**src/rtl/onehot_enc.sv**
```systemverilog
// Lowest-set-bit encoder: returns the index of the least significant set bit
// of vec_i plus a flag that says whether any bit is set.
module onehot_enc #(
   parameter int N  = 4,
   parameter int IW = $clog2(N)
) (
   input  logic [N-1:0]  vec_i,
   output logic [IW-1:0] idx_o,
   output logic          any_o
);

   always_comb begin
      idx_o = '0;
      any_o = |vec_i;
      // Walk downward so the lowest set bit is the last assignment and wins.
      for (int i = N - 1; i >= 0; i--) begin
         if (vec_i[i]) idx_o = IW'(i);
      end
   end

endmodule

```
**src/rtl/arbiter_lock.sv**
```systemverilog
// Request front end and single-entry output stage for an external fixed-priority
// arbiter; ownership is locked to the granted source until its last beat.
module arbiter_lock #(
   parameter int N  = 4,
   parameter int W  = 8,
   parameter int IW = $clog2(N)
) (
   input  logic           clk,
   input  logic           rst,
   input  logic [N-1:0]   in_valid,
   input  logic [N*W-1:0] in_data,
   input  logic [N-1:0]   in_last,
   output logic [N-1:0]   in_ready,
   output logic [N-1:0]   arb_req,
   input  logic [N-1:0]   arb_grant,
   output logic           out_valid,
   output logic [W-1:0]   out_data,
   output logic           out_last,
   output logic [IW-1:0]  out_owner,
   input  logic           out_ready,
   output logic           locked
);

   typedef enum logic {IDLE = 1'b0, LOCKED = 1'b1} state_t;

   state_t          state_q, state_d;
   logic [IW-1:0]   owner_q, owner_d;
   logic            out_valid_q;
   logic [W-1:0]    out_data_q;
   logic            out_last_q;
   logic [IW-1:0]   out_owner_q;

   logic [W-1:0]    data_arr [N];
   logic [N-1:0]    eff;
   logic [IW-1:0]   sel_idx;
   logic            eff_any;
   logic            load_ok;
   logic            accept;
   logic [IW-1:0]   acc_idx;

   genvar gi;
   generate
      for (gi = 0; gi < N; gi++) begin : g_unpack
         assign data_arr[gi] = in_data[gi*W +: W];
      end
   endgenerate

   // Grants on sources that are not valid are discarded before selection.
   assign eff     = arb_grant & in_valid;
   assign load_ok = !out_valid_q || out_ready;

   onehot_enc #(.N(N), .IW(IW)) u_sel (
      .vec_i (eff),
      .idx_o (sel_idx),
      .any_o (eff_any)
   );

   always_comb begin
      state_d  = state_q;
      owner_d  = owner_q;
      arb_req  = '0;
      in_ready = '0;
      accept   = 1'b0;
      acc_idx  = sel_idx;
      case (state_q)
         IDLE: begin
            arb_req = in_valid;
            if (eff_any && load_ok) begin
               accept            = 1'b1;
               in_ready[sel_idx] = 1'b1;
               if (!in_last[sel_idx]) begin
                  state_d = LOCKED;
                  owner_d = sel_idx;
               end
            end
         end
         LOCKED: begin
            acc_idx = owner_q;
            if (in_valid[owner_q] && load_ok) begin
               accept            = 1'b1;
               in_ready[owner_q] = 1'b1;
               if (in_last[owner_q]) state_d = IDLE;
            end
         end
         default: state_d = IDLE;
      endcase
   end

   always_ff @(posedge clk or posedge rst) begin
      if (rst) begin
         state_q     <= IDLE;
         owner_q     <= '0;
         out_valid_q <= 1'b0;
         out_data_q  <= '0;
         out_last_q  <= 1'b0;
         out_owner_q <= '0;
      end else begin
         state_q <= state_d;
         owner_q <= owner_d;
         if (accept) begin
            out_valid_q <= 1'b1;
            out_data_q  <= data_arr[acc_idx];
            out_last_q  <= in_last[acc_idx];
            out_owner_q <= acc_idx;
         end else if (out_ready) begin
            out_valid_q <= 1'b0;
         end
      end
   end

   assign out_valid = out_valid_q;
   assign out_data  = out_data_q;
   assign out_last  = out_last_q;
   assign out_owner = out_owner_q;
   assign locked    = (state_q == LOCKED);

endmodule

```
**config.mk**
```make
export PLATFORM = sky130hd
export DESIGN_NAME = arbiter_lock
export DESIGN_NICKNAME = d
export VERILOG_FILES = /design/src/rtl/onehot_enc.sv /design/src/rtl/arbiter_lock.sv
export SDC_FILE = /design/constraint.sdc
export NUM_CORES = 1
export LEC_CHECK = 0
export BUFFER_PORTS_ARGS = -buffer_cell sky130_fd_sc_hd__buf_2
export CAP_MARGIN = 20
export CORE_ASPECT_RATIO = 1.25
export CORE_MARGIN = 5
export CORE_UTILIZATION = 43
export DETAILED_ROUTE_END_ITERATION = 12
export GPL_TIMING_DRIVEN = 0
export PLACE_DENSITY = 0.77
export SYNTH_ARGS = -nofsm -noshare
export SYNTH_HDL_FRONTEND = slang
export SYNTH_HIERARCHICAL = 1
export SYNTH_SLANG_ARGS = --single-unit
```
**constraint.sdc**
```tcl
create_clock -name clk -period 2.3 [get_ports clk]
set_input_delay 0.46 -clock clk [delete_from_list [all_inputs] [get_ports clk]]
set_output_delay 0.46 -clock clk [all_outputs]
set_load 0.01 [all_outputs]
```
== Word level (Yosys, flattened, before mapping) ==
Cells that the tools add are included.

* Register bits after elaboration: 15
* Bits of input ports: 47
* Output and inout port bits: 21
* Word-level logic and storage cells: 59

* Order comparisons: 6
* Multiplexer cells: 34
* Bitwise logic cells: 4
* Reduce and logical (&&, ||, !) cells: 9

{| class="wikitable"
|+ Operator list
! kind !! number
|-
| $bmux W8 S2 || 1
|-
| $mux W8 || 2
|-
| $mux W1 || 14
|-
| $mux W4 || 3
|-
| $mux W2 || 5
|-
| $lt A2 B3 Y1 const B || 3
|-
| $bmux W1 S2 || 4
|-
| $pmux W4 S2 || 1
|-
| $and A4 B4 Y4 || 1
|-
| $demux W1 S2 || 2
|-
| $ge A2 B1 Y1 const B || 2
|-
| $logic_and A1 B1 Y1 || 4
|-
| $pmux W1 S2 || 2
|-
| $reduce_or A4 Y1 || 1
|-
| $ge A3 B3 Y1 const B || 1
|-
| $not A2 Y3 || 1
|-
| $reduce_and A3 Y1 || 1
|-
| $not A1 Y1 || 2
|-
| $reduce_bool A2 Y1 || 1
|-
| $logic_not A1 Y1 || 1
|-
| $logic_or A1 B1 Y1 || 1
|}

== Logic depth before layout (Yosys ltp) ==
* Depth in word-level cells: 11
* Depth in mapped cells: 7
* Depth with buffers taken out: 6

== By module ==
Netlist, hierarchy kept.

{| class="wikitable"
|+ Modules (own cells, without submodules)
! module !! instances !! cells an instance !! area an instance (um^2) !! seq. area each (um^2)
|-
| arbiter_lock || 1 || 82 || 1,091.0 || 375.4
|-
| onehot_enc || 1 || 7 || 35.0 || 0.0
|}

== Worst setup path before layout ==
OpenSTA, ideal clock, no wires.

* Kind: in2reg
* Start point: input port arb_grant[2]
* End point: register owner_q[1]
* Setup time: 0.128 ns
* Arrival: 2.072 ns
* Required time: 2.172 ns
* Path slack: 0.101 ns
* Stages on the path: 6
* Path buffers: 0
* Cells stage by stage: and2_1 -> nand2b_1 -> a21oi_2 -> mux4_2 -> nor2_1 -> mux2_1

* Cells in the longest elaborated chain, start to end: 8
* Elaborated cells on any way between the ends: 10
* Those cells by class: 5 x mux; 2 x bitwise; 3 x reduce/logical

{| class="wikitable"
|+ RTL lines
! item !! RTL line !! source
|-
| start: declaration || arbiter_lock.sv:15 || <nowiki>input logic [N-1:0] arb_grant,</nowiki>
|-
| $and A4 B4 Y4 || arbiter_lock.sv:49 || <nowiki>assign eff = arb_grant & in_valid;</nowiki>
|-
| $mux W2 (3 in a row) || onehot_enc.sv:17 || <nowiki>if (vec_i[i]) idx_o = IW'(i);</nowiki>
|-
| net sel_idx[0] || arbiter_lock.sv:35 || <nowiki>logic [IW-1:0] sel_idx;</nowiki>
|-
| $bmux W1 S2 || arbiter_lock.sv:71 || <nowiki>if (!in_last[sel_idx]) begin</nowiki>
|-
| $mux W1 (not written as such) || arbiter_lock.sv:71 ||
|-
| $not A1 Y1 (no line) || - ||
|-
| $reduce_and A3 Y1 (no line) || - ||
|-
| end signal: assignment || arbiter_lock.sv:99 || <nowiki>owner_q <= owner_d;</nowiki>
|-
| end: declaration || arbiter_lock.sv:27 || <nowiki>logic [IW-1:0] owner_q, owner_d;</nowiki>
|}

The timed path passes the listed nets, and every way through them passes these cells. The select of a mux whose other input is x is not followed.
A chain may end at the register's enable or synchronous reset.

== Worst setup path in the final report ==
* Start point: input port in_valid[2]
* End point: output port in_ready[0]

* Cells in the longest elaborated chain, start to end: 10
* Elaborated cells on any way between the ends: 17
* Those cells by class: 2 x order compare; 10 x mux; 1 x bitwise; 4 x reduce/logical

{| class="wikitable"
|+ RTL lines
! item !! RTL line !! source
|-
| start: declaration || arbiter_lock.sv:10 || <nowiki>input logic [N-1:0] in_valid,</nowiki>
|-
| $and A4 B4 Y4 (*) || arbiter_lock.sv:49 ||
|-
| net eff[2] || arbiter_lock.sv:34 || <nowiki>logic [N-1:0] eff;</nowiki>
|-
| $mux W2 (*) (3 in a row) || onehot_enc.sv:17 ||
|-
| net sel_idx[0] || arbiter_lock.sv:35 ||
|-
| $lt A2 B3 Y1 (not written as such) or $ge A2 B1 Y1 (tied branches) || arbiter_lock.sv:70 || <nowiki>in_ready[sel_idx] = 1'b1;</nowiki>
|-
| $logic_and A1 B1 Y1 (not written as such) || arbiter_lock.sv:70 ||
|-
| $mux W1 (not written as such) || arbiter_lock.sv:70 ||
|-
| $demux W1 S2 (*) || arbiter_lock.sv:70 ||
|-
| $mux W4 (*) || arbiter_lock.sv:68 || <nowiki>if (eff_any && load_ok) begin</nowiki>
|-
| $pmux W4 S2 (*) || arbiter_lock.sv:65 || <nowiki>case (state_q)</nowiki>
|-
| end: declaration || arbiter_lock.sv:13 || <nowiki>output logic [N-1:0] in_ready,</nowiki>
|}

The timed path passes the listed nets; every way through them passes the cells marked *. The select of a mux whose other input is x is not followed.

==> flow_summary.yaml <==
route:
  num_vias: 1029
  viasPerCell: 5.332
  drt_pass1_iterations: 4
  wl_met1_mm: 1.200
  wire_per_inst_um: 15.75
  drtIter0Drc: 44
  drc: 0
  routed.top_layer: "met4"
  ant_nets: 0
  met2_length_mm: 1.371
  dr_wl_met3_um: 423
  drt-total-wl_mm: 3.039
setup_path:
  critical_path_arrival_ps: 1690
  cp_max_fo: 5
  critPathKind: "in -> out"
  startpoint_type: "primary input"
  end_kind: "primary output"
  cp.required_ps: 1840
logic_synthesis:
  synth_area_leaders: "dfrtp_1, mux4_2, mux2_4"
  synth_top_area_share_pct: 33.33
  ys_ff_latch: 15
  yosysMostFrequentCell: "dfrtp_1"
  postSynthCellCount: 89
  async_reset_ff_share_pct: 100.0
  syn_area_um2: 1126
  ys_types: 29
  synth_edf_count: 0
  ys_seq_area_share_pct: 33.33
  yosys_warnings: 6
  netlist_top_cells_count: "dfrtp_1, mux4_2, mux2_4, inv_1, nor2_1"
  synth.net_count: 136
  synth_top_area_cell: "dfrtp_1"
  synth_flop_cell: "dfrtp_1"
  syn_avg_cell_area_um2: 12.65
power:
  p_leak_nw: 0.7827
  p_int_mw: 1.122
  power_density_nw_per_um2: 1179
  power_frac_seq_pct: 26.5
  p_switching_mw: 0.6862
  comb_power_share_pct: 65.4
  peakVddDrop_mv: 0.5385
  pwr-share-clk_pct: 8.0
  switching_share_pct: 37.95
sta:
  finalCritPeriodShare_pct: 93.66
  fin_crit_ps: 2154
  clock.fmax_mhz: 464.2
  slew_viol_final: 0
  setup_viol: 0
  finalClockSkew_ps: 0.7131
  tightest_slew_ps: 687.8
  fin_ws_ps: 145.9
  hold_viol: 0
  rsz0062_at_grt: "false"
  relSlewSlack_pct: 53.24
placed_design:
  routabilityCongestion: 0.8463
  portBuffers: 67
  dpl_cell_area_um2: 1503
  place_ws_ps: -200.2
  hpwl_mm: 2.462
  dp.cells: 189
layout:
  post_layout_nonfiller_instances: 193
  final_nets: 208
  drive_gt1_share_pct: 62.50
  nFillCells: 212
  n_antenna_cell: 0
  areaGrowthSynthToFinish_pct: 36.22
  post-route-cell-area_um2: 1534
  final_core_util_pct: 61.92
grt:
  track_usage_pct: 17.71
  grt_pass1_vias: 1108
  antenna_found_initial: 0
  grt_first_pass_wirelength_mm: 5.147
  grt_overflow: 0
  grt_max_degree: 16
status:
  status: "completed"
floorplan:
  pin_count: 68
  dieArea_um2: 3749
  fp-row-count: 20
  die_h_um: 67.22
  die_x_um: 55.77
  initial_core_util_pct: 45.45
  core-area_um2: 2477
clock_network:
  cts.sink_count: 15
  clk_latency_ps: 280
  clkTransAtPathRegs_ps: 80
  htreeDepth: 1
  numCtsBuffers: 3
  cts_setup_buffers: 0
  cts.path.max_buffers: 2
  tritoncts: "yes"
  cts_root_buf: "clkbuf_4"
run:
  max_cap_violations: 0
hold_path:
  worstHoldPathType: "in -> async"
-- worst max-delay path, cell delays in order --
cell	delay, ps
buf_2	120
and2_1	140
nand2b_1	150
a21oi_2	310
inv_1	140
a32o_1	230
buf_2	140
-- what timing repair did --
item	CTS	global route
setup endpoints to repair	3	0
hold buffers	0	0
gates resized for setup	1	0
-- placed cells by master (no fill, tap or decap), drive strengths merged, types with 2 or more instances in the layout --
cell type and count:
mux2 10, mux4 11, buf 70, nand2 4
nand3 5, inv 7, dfrtp 15, mux2i 5
a32o 2, nand2b 2, nor2 5, clkbuf 5
nor2b 4, and2 4, o22ai 2
-- kinds of logic after synthesis --
kind of cell / share of synthesized area [%]
AND/OR/NAND/NOR: 14.67
multiplexers: 40.89
flip-flops: 33.33
buffers and inverters: 5.222
AO/OA/AOI/OAI: 5.889
-- layer usage --
layer | GRT usage (%) | vias up
met3 | 7.266 | 4
li1 | - | 481
met1 | 19.03 | 480
met5 | 0 | -
met4 | 7.295 | 0
met2 | 31.07 | 64
-- layout make-up --
cell class / instances / area, µm² / area share [%]
tap: 33 / 41.29 / 2.692
timing repair buffer: 67 / 335.3 / 21.86
buffer: 4 / 32.53 / 2.121
clock buffer: 4 / 26.28 / 1.713
inverter: 7 / 26.28 / 1.713
multi-input combinational: 63 / 696.9 / 45.43
sequential: 15 / 375.4 / 24.47
-- through the flow --
| stage | hold slack (ps) | power, mW | setup TNS [ps] |
|---|---|---|---|
| 2_1_floorplan | 361.5 | 1.350 | 0 |
| 3_3_place_gp | 489.0 | 1.646 | -1777 |
| 3_5_place_dp | 496.3 | 1.678 | -1855 |
| 4_1_cts | 235.3 | 1.836 | 0 |
| 5_1_grt | 274.2 | 1.959 | 0 |
| 6_report | 226.0 | 1.808 | 0 |
-- power by group through the flow --
stage | clock network [mW] | logic [mW] | registers [mW]
finish | 0.145 | 1.18 | 0.480
global route | 0.172 | 1.29 | 0.494
CTS | 0.154 | 1.20 | 0.480
detailed placement | 0 | 1.19 | 0.483
global placement | 0 | 1.17 | 0.474
floorplan | 0 | 0.817 | 0.533
-- flip-flops by register name (all words and copies together) (netlist names) --
name / cells
locked: 1
out_data: 8
out_last: 1
out_owner: 2
out_valid: 1
owner_q: 2
-- path summary, 6_finish.rpt --
path	start	to	slack [ps]	cells after the start
hold reg to reg	out_data[0]	out_data[0]	520	1
setup reg to reg	locked	out_data[4]	290	3
setup / recovery	in_valid[2]	in_ready[0]	150	7
min in group clk	out_data[0]	out_data[0]	520	1
hold / removal	rst	out_data[3]	230	2
max in group asynchronous	rst	out_data[2]	1700	2
Note: power is estimated with default switching activity, not from simulation.
